### src/rtl/score_display_pkg.sv
// score_display_pkg
//   Shared constants and types for the score display controller:
//   7-segment patterns ({g,f,e,d,c,b,a}, active-high), score limits,
//   conversion FSM state type and the capture-time score clamp.
package score_display_pkg;

    localparam int unsigned NUM_DIGITS = 4;
    localparam int unsigned SCORE_W    = 7;
    localparam int unsigned SCORE_MAX  = 99;
    localparam int unsigned BCD_W      = 8;
    localparam int unsigned DD_ITERS   = 7;

    localparam logic [6:0] SEG_0     = 7'b0111111;
    localparam logic [6:0] SEG_1     = 7'b0000110;
    localparam logic [6:0] SEG_2     = 7'b1011011;
    localparam logic [6:0] SEG_3     = 7'b1001111;
    localparam logic [6:0] SEG_4     = 7'b1100110;
    localparam logic [6:0] SEG_5     = 7'b1101101;
    localparam logic [6:0] SEG_6     = 7'b1111101;
    localparam logic [6:0] SEG_7     = 7'b0000111;
    localparam logic [6:0] SEG_8     = 7'b1111111;
    localparam logic [6:0] SEG_9     = 7'b1101111;
    localparam logic [6:0] SEG_BLANK = 7'b0000000;

    typedef enum logic {
        IDLE,
        CONV
    } state_t;

    function automatic logic [SCORE_W-1:0] clamp_score(input logic [SCORE_W-1:0] s);
        return (s > SCORE_W'(SCORE_MAX)) ? SCORE_W'(SCORE_MAX) : s;
    endfunction

endpackage

### src/rtl/score_display_ctrl_seg7_encode.sv
// seg7_encode
//   Combinational BCD nibble to 7-segment pattern.
//   bcd   : 4-bit BCD digit (non-BCD codes show as 0)
//   blank : 1 = all segments off
//   seg   : {g,f,e,d,c,b,a}, inverted when INVERT_OUTPUT = 1
module seg7_encode #(
    parameter bit INVERT_OUTPUT = 1'b1
) (
    input  logic [3:0] bcd,
    input  logic       blank,
    output logic [6:0] seg
);
    import score_display_pkg::*;

    logic [6:0] pat;

    always_comb begin
        pat = SEG_0;
        if (blank) begin
            pat = SEG_BLANK;
        end else begin
            case (bcd)
                4'd0:    pat = SEG_0;
                4'd1:    pat = SEG_1;
                4'd2:    pat = SEG_2;
                4'd3:    pat = SEG_3;
                4'd4:    pat = SEG_4;
                4'd5:    pat = SEG_5;
                4'd6:    pat = SEG_6;
                4'd7:    pat = SEG_7;
                4'd8:    pat = SEG_8;
                4'd9:    pat = SEG_9;
                default: pat = SEG_0;
            endcase
        end
        seg = INVERT_OUTPUT ? ~pat : pat;
    end

endmodule

### src/rtl/score_display_ctrl.sv
// score_display_ctrl
//   Captures two player scores, converts each to two BCD digits with a
//   7-step sequential double-dabble, and time-multiplexes the four digits
//   onto a shared 7-segment bus.
//   clk         : system clock, rising edge
//   rst_n       : asynchronous active-low reset
//   score_a/b   : player scores, binary (clamped to 99 at capture)
//   score_valid : one-cycle capture strobe
//   busy        : conversion running or queued
//   seg         : registered segments {g,f,e,d,c,b,a}
//   an          : registered one-hot digit enables
//   Digit map: 0 = B ones, 1 = B tens, 2 = A ones, 3 = A tens.
module score_display_ctrl #(
    parameter bit          INVERT_OUTPUT = 1'b1,
    parameter bit          AN_ACTIVE_LOW = 1'b1,
    parameter int unsigned REFRESH_DIV   = 50000,
    parameter bit          BLANK_LEADING = 1'b1
) (
    input  logic       clk,
    input  logic       rst_n,
    input  logic [6:0] score_a,
    input  logic [6:0] score_b,
    input  logic       score_valid,
    output logic       busy,
    output logic [6:0] seg,
    output logic [3:0] an
);
    import score_display_pkg::*;

    localparam int unsigned CNT_W    = (REFRESH_DIV > 1) ? $clog2(REFRESH_DIV) : 1;
    localparam logic [CNT_W-1:0] CNT_LAST = CNT_W'(REFRESH_DIV - 1);
    localparam logic [6:0]  SEG_OFF  = INVERT_OUTPUT ? 7'h7F : 7'h00;
    localparam logic [3:0]  AN_OFF   = AN_ACTIVE_LOW ? 4'hF : 4'h0;
    localparam int unsigned DD_W     = BCD_W + SCORE_W;

    // ---------------- conversion ----------------
    state_t                 state;
    logic                   pending;
    logic [SCORE_W-1:0]     pend_a, pend_b;
    logic [DD_W-1:0]        dd_a, dd_b;
    logic [DD_W-1:0]        dd_a_next, dd_b_next;
    logic [2:0]             iter;
    logic [BCD_W-1:0]       disp_a, disp_b;
    logic                   last_iter;

    // Working register layout: {tens[14:11], ones[10:7], binary[6:0]}.
    // Scores are <= 99, so the tens nibble never needs a correction that
    // would carry out of the register.
    function automatic logic [DD_W-1:0] dd_step(input logic [DD_W-1:0] v);
        logic [DD_W-1:0] t;
        t = v;
        if (t[10:7] >= 4'd5)  t[10:7]  = t[10:7]  + 4'd3;
        if (t[14:11] >= 4'd5) t[14:11] = t[14:11] + 4'd3;
        return t << 1;
    endfunction

    assign dd_a_next = dd_step(dd_a);
    assign dd_b_next = dd_step(dd_b);
    assign last_iter = (iter == 3'(DD_ITERS - 1));

    always_ff @(posedge clk or negedge rst_n) begin
        if (!rst_n) begin
            state   <= IDLE;
            busy    <= 1'b0;
            pending <= 1'b0;
            pend_a  <= '0;
            pend_b  <= '0;
            dd_a    <= '0;
            dd_b    <= '0;
            iter    <= '0;
            disp_a  <= '0;
            disp_b  <= '0;
        end else begin
            case (state)
                IDLE: begin
                    // Fresh inputs take priority over a queued pair.
                    if (score_valid) begin
                        dd_a    <= {{BCD_W{1'b0}}, clamp_score(score_a)};
                        dd_b    <= {{BCD_W{1'b0}}, clamp_score(score_b)};
                        pending <= 1'b0;
                        iter    <= '0;
                        busy    <= 1'b1;
                        state   <= CONV;
                    end else if (pending) begin
                        dd_a    <= {{BCD_W{1'b0}}, pend_a};
                        dd_b    <= {{BCD_W{1'b0}}, pend_b};
                        pending <= 1'b0;
                        iter    <= '0;
                        busy    <= 1'b1;
                        state   <= CONV;
                    end else begin
                        busy    <= 1'b0;
                    end
                end
                CONV: begin
                    dd_a <= dd_a_next;
                    dd_b <= dd_b_next;
                    iter <= iter + 3'd1;
                    if (score_valid) begin
                        pending <= 1'b1;
                        pend_a  <= clamp_score(score_a);
                        pend_b  <= clamp_score(score_b);
                    end
                    if (last_iter) begin
                        disp_a <= dd_a_next[DD_W-1:SCORE_W];
                        disp_b <= dd_b_next[DD_W-1:SCORE_W];
                        state  <= IDLE;
                        // A queued pair starts on the next cycle, so busy
                        // stays up across the IDLE hand-over.
                        busy   <= pending | score_valid;
                    end
                end
                default: state <= IDLE;
            endcase
        end
    end

    // ---------------- scanner ----------------
    logic [CNT_W-1:0] refresh_cnt;
    logic [1:0]       digit_idx;
    logic [3:0]       dig_bcd;
    logic             dig_tens;
    logic             dig_blank;
    logic [6:0]       seg_cur;
    logic [3:0]       an_onehot;
    logic [3:0]       an_cur;

    always_comb begin
        dig_bcd  = '0;
        dig_tens = 1'b0;
        case (digit_idx)
            2'd0: dig_bcd = disp_b[3:0];
            2'd1: begin dig_bcd = disp_b[7:4]; dig_tens = 1'b1; end
            2'd2: dig_bcd = disp_a[3:0];
            2'd3: begin dig_bcd = disp_a[7:4]; dig_tens = 1'b1; end
            default: dig_bcd = '0;
        endcase
        dig_blank = BLANK_LEADING && dig_tens && (dig_bcd == 4'd0);
    end

    seg7_encode #(
        .INVERT_OUTPUT(INVERT_OUTPUT)
    ) u_seg7_encode (
        .bcd  (dig_bcd),
        .blank(dig_blank),
        .seg  (seg_cur)
    );

    assign an_onehot = 4'b0001 << digit_idx;
    assign an_cur    = AN_ACTIVE_LOW ? ~an_onehot : an_onehot;

    // digit_idx names the digit loaded onto seg/an at the next wrap, so the
    // first wrap after reset lights digit 0.
    always_ff @(posedge clk or negedge rst_n) begin
        if (!rst_n) begin
            refresh_cnt <= '0;
            digit_idx   <= '0;
            seg         <= SEG_OFF;
            an          <= AN_OFF;
        end else if (refresh_cnt == CNT_LAST) begin
            refresh_cnt <= '0;
            digit_idx   <= digit_idx + 2'd1;
            seg         <= seg_cur;
            an          <= an_cur;
        end else begin
            refresh_cnt <= refresh_cnt + 1'b1;
        end
    end

endmodule

### config.mk
export PLATFORM = sky130hd
export DESIGN_NAME = score_display_ctrl
export DESIGN_NICKNAME = d
export VERILOG_FILES = /design/src/rtl/score_display_pkg.sv /design/src/rtl/score_display_ctrl_seg7_encode.sv /design/src/rtl/score_display_ctrl.sv
export SDC_FILE = /design/constraint.sdc
export NUM_CORES = 1
export LEC_CHECK = 0
export ABC_AREA = 1
export CAP_MARGIN = 0
export CELL_PAD_IN_SITES_DETAIL_PLACEMENT = 0
export CELL_PAD_IN_SITES_GLOBAL_PLACEMENT = 1
export CORE_MARGIN = 3
export CORE_UTILIZATION = 25
export CTS_CLUSTER_SIZE = 40
export DETAILED_ROUTE_END_ITERATION = 8
export PLACE_DENSITY = 0.53
export SYNTH_ARGS = -nofsm -noshare
export SYNTH_HDL_FRONTEND = slang
export SYNTH_SLANG_ARGS = --single-unit
### constraint.sdc
create_clock -name clk -period 3.14 [get_ports clk]
set_input_delay 0.471 -clock clk [delete_from_list [all_inputs] [get_ports clk]]
set_output_delay 0.471 -clock clk [all_outputs]
set_load 0.05 [all_outputs]
==> results of run 1 <==
## registers in the layout, indices dropped and copies added (netlist names)
name         flops
disp_a           8
busy             1
iter             3
pending          1
pend_a           7
state            1
digit_idx        2
an               4
refresh_cnt     16
seg              7
pend_b           7
dd_a            15
disp_b           8
dd_b            15
## routing by layer
metal,up-vias,GRT usage (%),routed length [um]
li1,1908,-,-
met4,0,4.27,184
met3,15,2.56,337
met1,1754,15.4,5480
met5,-,0,0
met2,46,17.2,4770
## layout make-up
class                      instances  area, um^2  area share [%]
tap                              234         293            5.18
clock inverter                     4        35.0           0.620
sequential                        95        2390            42.3
inverter                          75         282            4.98
clock buffer                      12         267            4.72
multi-input combinational        381        2050            36.4
timing repair buffer              33         328            5.80
## synth_stat cells (all sizes together), types with 4 or more instances
cell type	n	area, um^2
nand2	132	500
dfrtp	84	2100
inv	75	282
o21ai	61	320
nor2	52	213
nand3	22	125
a21oi	21	113
ha	20	250
o22ai	18	113
dfstp	11	289
nor3	11	75.1
xor2	11	96.3
or2	9	58.8
buf	8	50.0
clkbuf	8	30.0
o221ai	8	70.1
o211ai	4	30.0
## cell usage in the layout, fill, tap and decap left out, types with 8 or more instances in the layout
cell             Yosys  final
a21oi_1             19     19
clkbuf_16            0      9
clkdlybuf4s50_1      0     27
dfrtp_1             84     84
dfstp_2             11     11
ha_1                20     20
inv_1               70     70
nand2_1            130    130
nand3_1             19     19
nor2_1              49     49
o21ai_0             55     55
o221ai_1             8      8
o22ai_1             18     18
xor2_1              11     11
## power groups by stage
| stage | sequential [mW] | combinational, mW | clock [mW] |
|---|---|---|---|
| after detailed placement | 1.81 | 1.43 | 0 |
| final | 1.79 | 1.40 | 1.11 |
| after global routing | 1.83 | 1.66 | 1.21 |
| after floorplan | 1.76 | 1.07 | 0 |
| after global placement | 1.81 | 1.39 | 0 |
| after CTS | 1.79 | 1.43 | 1.16 |
## per-stage QoR
| step | power (mW) | hold slack, ns | setup WS, ns | utilization [%] | instance area, um^2 |
|---|---|---|---|---|---|
| floorplan | 2.83 | 0.175 | 1.17 | - | 4810 |
| global placement | 3.20 | 0.449 | 0.820 | 28.5 | 5350 |
| detailed placement | 3.24 | 0.467 | 0.771 | 28.5 | 5350 |
| CTS | 4.38 | 0.147 | 0.734 | 30.1 | 5650 |
| global route | 4.70 | 0.183 | 0.520 | 30.1 | 5650 |
| finish | 4.30 | 0.125 | 0.785 | 30.1 | 5650 |
## worst max-delay path, delay by kind of cell (launching register included)
family | cells | cell delay (ns)
compound gates | 2 | 0.60
fa+ha+maj | 2 | 0.53
buf+inv | 3 | 0.25
flops | 1 | 0.42
simple gates | 5 | 0.48
## final timing paths
kind | from | endpoint | slack (ns) | depth (start not counted)
setup / recovery | digit_idx[0]$_DFFE_PN0N_ | seg[3]$_DFFE_PN1N_ | 0.79 | 12
hold / removal | rst_n | disp_b[6]$_DFFE_PN0P_ | 0.13 | 1
setup reg to reg | digit_idx[0]$_DFFE_PN0N_ | seg[3]$_DFFE_PN1N_ | 0.79 | 12
hold reg to reg | iter[2]$_DFFE_PN0P_ | iter[2]$_DFFE_PN0P_ | 0.48 | 1
max in group asynchronous | rst_n | seg[5]$_DFFE_PN1N_ | 2.30 | 2
min in group clk | iter[2]$_DFFE_PN0P_ | iter[2]$_DFFE_PN0P_ | 0.48 | 1
## cells by family after synthesis
group	synth area share (%)
mux	0.208
compound gates	14.3
xor+xnor	2.37
fa+ha+maj	5.21
buf+inv	7.52
simple gates	20.6
flops	49.7
==> results.toml, run 1 <==
[timing]
min_period_ns = 2.35
rsz0062_at_grt = "false"
setup-violations-final = 0
period_share_pct = 75.0
max_freq_mhz = 425
slew_headroom_pct = 49.1
fin_tns_setup_ns = 0
hold_viol = 0
skew_ns = 0.0122
tightest_slew_ns = 0.763
timing.final.max_slew_violations = 0

[routing]
drc = 0
drtPass1Iterations = 6
via_count = 3723
antenna_left = 0
vias_per_cell = 4.46
drt_wl_total_um = 10800
drtIter0Drc = 243
wire_per_inst_um = 12.9

[yosys]
netlist_area_mm2 = 0.00481
synth_nets = 604
synth.distinct_cells = 40
synth-main-ff-cell = "dfrtp_1"
seq_area_frac_synth_pct = 49.7
synth.yosys.warnings = 0
ys_seq_elements = 95
syn_area_per_cell_um2 = 8.48
synth_edf_count = 0
synthCells = 567
async_flop_share_pct = 100

[clock_tree]
cts_sinks = 95
path_clk_slew_ns = 0.07
cts_resized = 0
cts-root-buf = "clkbuf_16"
cts_setup_buffers = 0
hold_buffers = 0
cts_buffer_depth = 2
insertion_delay_ns = 0.35
htree_num_levels = 3
cts_tree = "done"
numCtsBuffers = 9

[grt]
grt_start_max_net_pins = 46
gr-total-overflow = 0
grt_pass1_vias = 3774
antenna_found_initial = 0
grt_usage_pct = 11.2
grt_pass1_wl_um = 18700

[layout]
nets = 632
fin_cells = 834
fillers = 2008
diodes = 0
syn_to_final_growth_pct = 17.5
drive_above_1_share_pct = 10.3

[pwr]
power.share.sequential_pct = 41.6
pwr-share-comb_pct = 32.6
p_switching_mw = 1.58
vdd_drop_max_uv = 256
p_int_mw = 2.72
clockPowerShare_pct = 25.9
power_density_mw_per_mm2 = 762
p_leak_nw = 2.62
switching_share_pct = 36.7

[setup_path]
crit_top_cell = "nand2_1"
slowest_stage = "o21ai_0"
worstSetupStartpointType = "register"
crit_fanout = 5
cp-end-kind = "register"
critPathRequiredTime_ns = 3.42
crit_type = "register to register"
cp_slowest_stage_delay_ns = 0.46
crit_path_cell_trace = "inv_1 > ha_1 > nand2_1 > nand2_1 > o21ai_0 > ha_1 > inv_1 > nor2_1 > nand3_2 > nand2_1 > inv_2 > a21oi_1"
crit_arrival_ns = 2.63

[die]
rows = 50
coreArea_mm2 = 0.0188
die_y_um = 145
pin_count = 29
die-area_mm2 = 0.0209
initial_core_util_pct = 25.6
die_w_um = 145

[job]
drv_cap = 0

[status]
run_status = "finished clean"

[placed_design]
placed_cells = 818
port_buffers = 28
gp_congestion = 0.821
hpwl_um = 7840

[min_path]
hp-class = "input port to async pin"
(Power assumes the default switching activity.)
==> run 2, diff against run 1 <==
Clock period 3.14 ns to 2.2 ns, I/O delays scaled along.
==> run 2 against run 1 <==
Clock skew shrank 0.0028 ns. Critical endpoint is now an[2]. Critical path depth shrank 11. Via count grew 0.81%. Cell area grew 1.6%. Sequential share of layout area shrank 0.64 points. Flip-flop and latch count is the same. Die area is the same. Sequential power grew 43%. Critical path type is now register to output pin. Largest power group unchanged. Global-route usage is essentially flat. First-iteration DRC count shrank 9.5%. Setup slack lost 0.61 ns. Clock power grew 42%.
==> results.toml, run 2 (synthesized netlist as in run 1, its figures left out) <==
[setup_path]
path_depth = 1
critPathBufInv = 1
rr_endpoint = "seg[1]$_DFFE_PN1N_"
r2r_slack_ns = 0.20
crit_type = "register to output pin"
crit_path_start = "an[2]$_DFFE_PN1N_"
critPathCapture = "an[2]"
cp-end-kind = "output pin"
critPathRequiredTime_ns = 1.87
crit_path_cell_trace = "clkdlybuf4s50_1"
worstSetupStartpointType = "register"
cp_slowest_stage_delay_ns = 0.80
crit_arrival_ns = 1.70
critPathTopFamily = "buffers and inverters"
slowest_stage = "clkdlybuf4s50_1"
r2r_cells = 11
r2r-start = "digit_idx[0]$_DFFE_PN0N_"
crit_fanout = 2

[routing]
drtPass1Iterations = 4
drt_wl_total_um = 10800
drtIter0Drc = 220
antenna_left = 0
wire_per_inst_um = 12.7
via_count = 3753
drc = 0
vias_per_cell = 4.44

[grt]
grt_pass1_wl_um = 18600
grt_start_max_net_pins = 39
antenna_found_initial = 0
grt_pass1_vias = 3738
grt_usage_pct = 11.2
gr-total-overflow = 0

[timing]
setup-violations-final = 0
max_freq_mhz = 493
min_period_ns = 2.03
whs_ns = 0.460
skew_ns = 0.00939
final.setup.worst_slack_ns = 0.172
tightest_slew_ns = 0.766
fin_tns_setup_ns = 0
period_share_pct = 92.2
hold_viol = 0
timing.final.max_slew_violations = 0
rsz0062_at_grt = "false"
slew_headroom_pct = 48.9

[clock_tree]
htree_num_levels = 3
cts-root-buf = "clkbuf_16"
cts_buffer_depth = 2
cts_tree = "done"
insertion_delay_ns = 0.35
numCtsBuffers = 9
cts_sinks = 95
path_clk_slew_ns = 0.07

[layout]
regMostFlops = "refresh_cnt"
nets = 644
largest_reg_flops = 16
mostFrequentLayoutCells = "130 x nand2_1, 83 x dfrtp_1, 70 x inv_1"
reg_top3 = "refresh_cnt: 16 flops, dd_a: 15 flops, dd_b: 15 flops"
drive_above_1_share_pct = 11.9
syn_to_final_growth_pct = 19.4
fillers = 2000
diodes = 0
final_common_cell = "nand2_1"
fin_area_mm2 = 0.00574
fin_util_pct = 30.6

[die]
rows = 50
pin_count = 29
die_y_um = 145
coreArea_mm2 = 0.0188
initial_core_util_pct = 25.6
die-area_mm2 = 0.0209
die_w_um = 145

[job]
drv_cap = 0

[placed_design]
gp_congestion = 0.806
placed_area_mm2 = 0.00543
post-place-ws_ns = 0.115
port_buffers = 28
hpwl_um = 7970

[pwr]
vdd_drop_max_uv = 403
power_density_mw_per_mm2 = 1080
p_leak_nw = 2.66

[min_path]
hp-class = "register to register"
hold_depth = 1

[status]
run_status = "finished clean"
[run 2: cell types whose count changed in the layout (fill, tap and decap cells not counted), sizes merged]
cell	before	now
clkbuf	12	11
buf	6	17
bufinv	0	1
clkinv	2	1
dlygate4sd3	0	1
inv	77	75
clkinvlp	0	3
[run 2: worst min-delay path by stage]
stage                                  start                  endpoint
floorplan                              rst_n          busy$_DFFE_PN0P_
global placement                       rst_n     disp_a[7]$_DFFE_PN0P_
detailed placement                     rst_n     disp_a[7]$_DFFE_PN0P_
CTS                 refresh_cnt[0]$_DFF_PN0_  refresh_cnt[0]$_DFF_PN0_
global route             iter[2]$_DFFE_PN0P_       iter[2]$_DFFE_PN0P_
finish              refresh_cnt[0]$_DFF_PN0_  refresh_cnt[0]$_DFF_PN0_
[run 2: cell type report]
cell class / instances / area, um^2 / area share (%)
clock buffer: 11 / 233 / 4.05
clock inverter: 5 / 61.3 / 1.07
inverter: 75 / 282 / 4.91
multi-input combinational: 381 / 2060 / 35.9
sequential: 95 / 2390 / 41.7
tap: 234 / 293 / 5.10
timing repair buffer: 45 / 420 / 7.33
[run 2: metrics by stage]
stage	std cells	power [mW]
6_report	846	6.21
5_1_grt	846	6.78
4_1_cts	846	6.33
3_5_place_dp	829	4.69
3_3_place_gp	829	4.63
2_1_floorplan	567	4.05
[run 2: where the power goes]
| group | total, mW | leakage, nW | internal [mW] | switching, mW |
|---|---|---|---|---|
| registers | 2.56 | 1.17 | 2.28 | 0.278 |
| logic | 2.08 | 1.36 | 0.798 | 1.28 |
| clock network | 1.58 | 0.132 | 0.885 | 0.696 |
| total | 6.21 | 2.66 | 3.96 | 2.25 |
[run 2: per-layer routing]
layer  wire length (um)  track usage (%)  vias up
met3                331             1.94       13
met1               5530             15.6     1769
li1                   -                -     1923
met5                  0                0        -
met2               4740             17.3       48
met4                179             4.42        0
[run 2: what timing repair did]
action	in CTS	in global routing
hold buffers	1	0
buffers inserted	0	0
gates resized for setup	0	4
hold endpoints to repair	30	0
endpoints found under the setup margin	0	7
==> run 3, diff against run 2 <==
Settings changed: ABC_AREA 1 to 0, PLACE_DENSITY 0.53 to 0.52.
==> run 3 against run 2 <==
Combinational power about the same. Largest power group unchanged. Count of clock-buffer cells in the layout unchanged. Non-clock buffer count unchanged. Critical path type is now register to register. Largest cell class unchanged. Wire length decreased by 9.3%. Sequential power increased by 3%. Synthesized area decreased by 3.7%. Global-route usage decreased by 0.70 points. Hold slack improved by 0.0037 ns. Clock skew decreased by 0.0051 ns. Die area decreased by 3.5%. Highest routed layer unchanged. Cell area decreased by 2.0%. Critical path depth increased by 10.
==> results.toml, run 3 <==
[grt]
antenna_found_initial = 0
gr-total-overflow = 0
grt_pass1_wl_um = 17000
grt_start_max_net_pins = 40
grt_usage_pct = 10.5
grt_pass1_vias = 3338

[layout]
diodes = 0
mostFrequentLayoutCells = "84 x dfrtp_1, 64 x nand2_1, 39 x o21ai_0"
fin_area_mm2 = 0.00562
syn_to_final_growth_pct = 21.4
reg_top3 = "refresh_cnt: 16 flops, dd_a: 15 flops, dd_b: 15 flops"
largest_reg_flops = 16
final_common_cell = "dfrtp_1"
fin_util_pct = 31.1
regMostFlops = "refresh_cnt"
fillers = 1866
fin_cells = 720
drive_above_1_share_pct = 15.9
nets = 523

[setup_path]
rr_endpoint = "seg[4]$_DFFE_PN1N_"
cp-end-kind = "register"
r2r-start = "digit_idx[0]$_DFFE_PN0N_"
crit_path_cell_trace = "inv_2 > ha_2 > a222oi_1 > nand2_1 > o21ai_2 > buf_4 > ha_1 > inv_1 > nor2_2 > a311oi_2 > a211o_1"
crit_type = "register to register"
slowest_stage = "dfrtp_1"
critPathRequiredTime_ns = 2.47
crit_arrival_ns = 2.36
cp_slowest_stage_delay_ns = 0.40
r2r_cells = 11
worstSetupStartpointType = "register"
crit_fanout = 4
critPathCapture = "seg[4]$_DFFE_PN1N_"
r2r_slack_ns = 0.11
crit_path_start = "digit_idx[0]$_DFFE_PN0N_"

[clock_tree]
htree_num_levels = 3
cts_buffer_depth = 2
numCtsBuffers = 9
cts-root-buf = "clkbuf_16"
cts_tree = "done"
cts_sinks = 95
path_clk_slew_ns = 0.06
insertion_delay_ns = 0.34
cts_setup_buffers = 0

[yosys]
async_flop_share_pct = 100
ys_seq_elements = 95
synth.distinct_cells = 42
syn_area_per_cell_um2 = 10.3
synthTopCellsByCount = "84 x dfrtp_1, 64 x nand2_1, 42 x o21ai_0"
synth-main-ff-cell = "dfrtp_1"
synth_edf_count = 0
synth_top_area_cell = "dfrtp_1"
post-synth-top-count-cell = "dfrtp_1"
seq_area_frac_synth_pct = 51.6
synth.yosys.warnings = 0
netlist_area_mm2 = 0.00463
synthCells = 450
synth_nets = 487
synth_area_leaders = "dfrtp_1 45%, dfstp_2 6.2%, mux2_2 5.6%"
netlist.area_leader.share_pct = 45.4

[timing]
skew_ns = 0.00431
final.setup.worst_slack_ns = 0.110
whs_ns = 0.463
hold_viol = 0
setup-violations-final = 0
rsz0062_at_grt = "true"
min_period_ns = 2.09
max_freq_mhz = 478
tightest_slew_ns = 0.554
fin_tns_setup_ns = 0
slew_headroom_pct = 63.1
period_share_pct = 95.0
timing.final.max_slew_violations = 0

[routing]
via_count = 3286
drtIter0Drc = 150
wire_per_inst_um = 13.6
drt_wl_total_um = 9780
antenna_left = 0
drtPass1Iterations = 4
vias_per_cell = 4.56
drc = 0

[die]
pin_count = 29
die_y_um = 142
die_w_um = 142
rows = 49
die-area_mm2 = 0.0202
initial_core_util_pct = 25.6
coreArea_mm2 = 0.0181

[placed_design]
hpwl_um = 6870
placed_cells = 703
post-place-ws_ns = -0.0710
gp_congestion = 0.785
placed_area_mm2 = 0.00528
port_buffers = 28

[pwr]
power_density_mw_per_mm2 = 1140
vdd_drop_max_uv = 466
p_leak_nw = 2.49
total_power_mw = 6.41

[job]
drv_cap = 0

[status]
run_status = "finished clean"

[min_path]
hp-class = "register to register"
## run 3: final cells by class
cell class	instances	area, um^2	share of cell area (%)
flip-flops and latches	95	2390	42.5
multi-input cells	314	2090	37.2
repair buffers	45	458	8.15
well taps	229	287	5.10
clock buffers	11	233	4.14
clock inverters	5	82.6	1.47
inverters	21	78.8	1.40
## run 3: report_power, final
part	internal [mW]	switching, mW
clock	0.997	0.668
sequential	2.26	0.378
combinational	1.02	1.09
total	4.28	2.13
## run 3: worst min-delay path by stage
stage | start | to | cells after the start | slack (ns)
2_1_floorplan | rst_n | busy$_DFFE_PN0P_ | 0 | 0.03
3_3_place_gp | rst_n | refresh_cnt[14]$_DFF_PN0_ | 1 | 0.35
3_5_place_dp | rst_n | refresh_cnt[14]$_DFF_PN0_ | 1 | 0.37
4_1_cts | seg[0]$_DFFE_PN1N_ | seg[0]$_DFFE_PN1N_ | 2 | 0.47
5_1_grt | seg[3]$_DFFE_PN1N_ | seg[3]$_DFFE_PN1N_ | 2 | 0.49
6_report | seg[0]$_DFFE_PN1N_ | seg[0]$_DFFE_PN1N_ | 2 | 0.46
## run 3: cell families after synthesis
logic type	count (synthesis)	synth area share, %
buf+inv	41	3.62
compound gates	103	14.3
flops	95	51.6
xor+xnor	20	3.78
mux	32	7.54
simple gates	139	13.7
fa+ha+maj	20	5.40
## run 3: worst max-delay path, delay by kind of cell, from the launching register on
| family | cells | cell delay [ns] |
|---|---|---|
| compound gates | 4 | 0.76 |
| fa+ha+maj | 2 | 0.36 |
| buf+inv | 3 | 0.28 |
| flops | 1 | 0.40 |
| simple gates | 2 | 0.23 |
## run 3: timing repair
item,CTS,global route
gates resized for setup,4,7
pin swaps,2,4
endpoints found under the setup margin,6,7
hold buffers,1,0
hold endpoints to repair,22,0
## run 3: metal layers
layer  vias to the layer above  routed length [um]  global-route usage, %
li1                       1634                   -                      -
met1                      1578                4850                   14.4
met4                         0                 145                   3.28
met5                         -                   0                      0
met2                        60                4440                   16.2
met3                        14                 346                   2.76
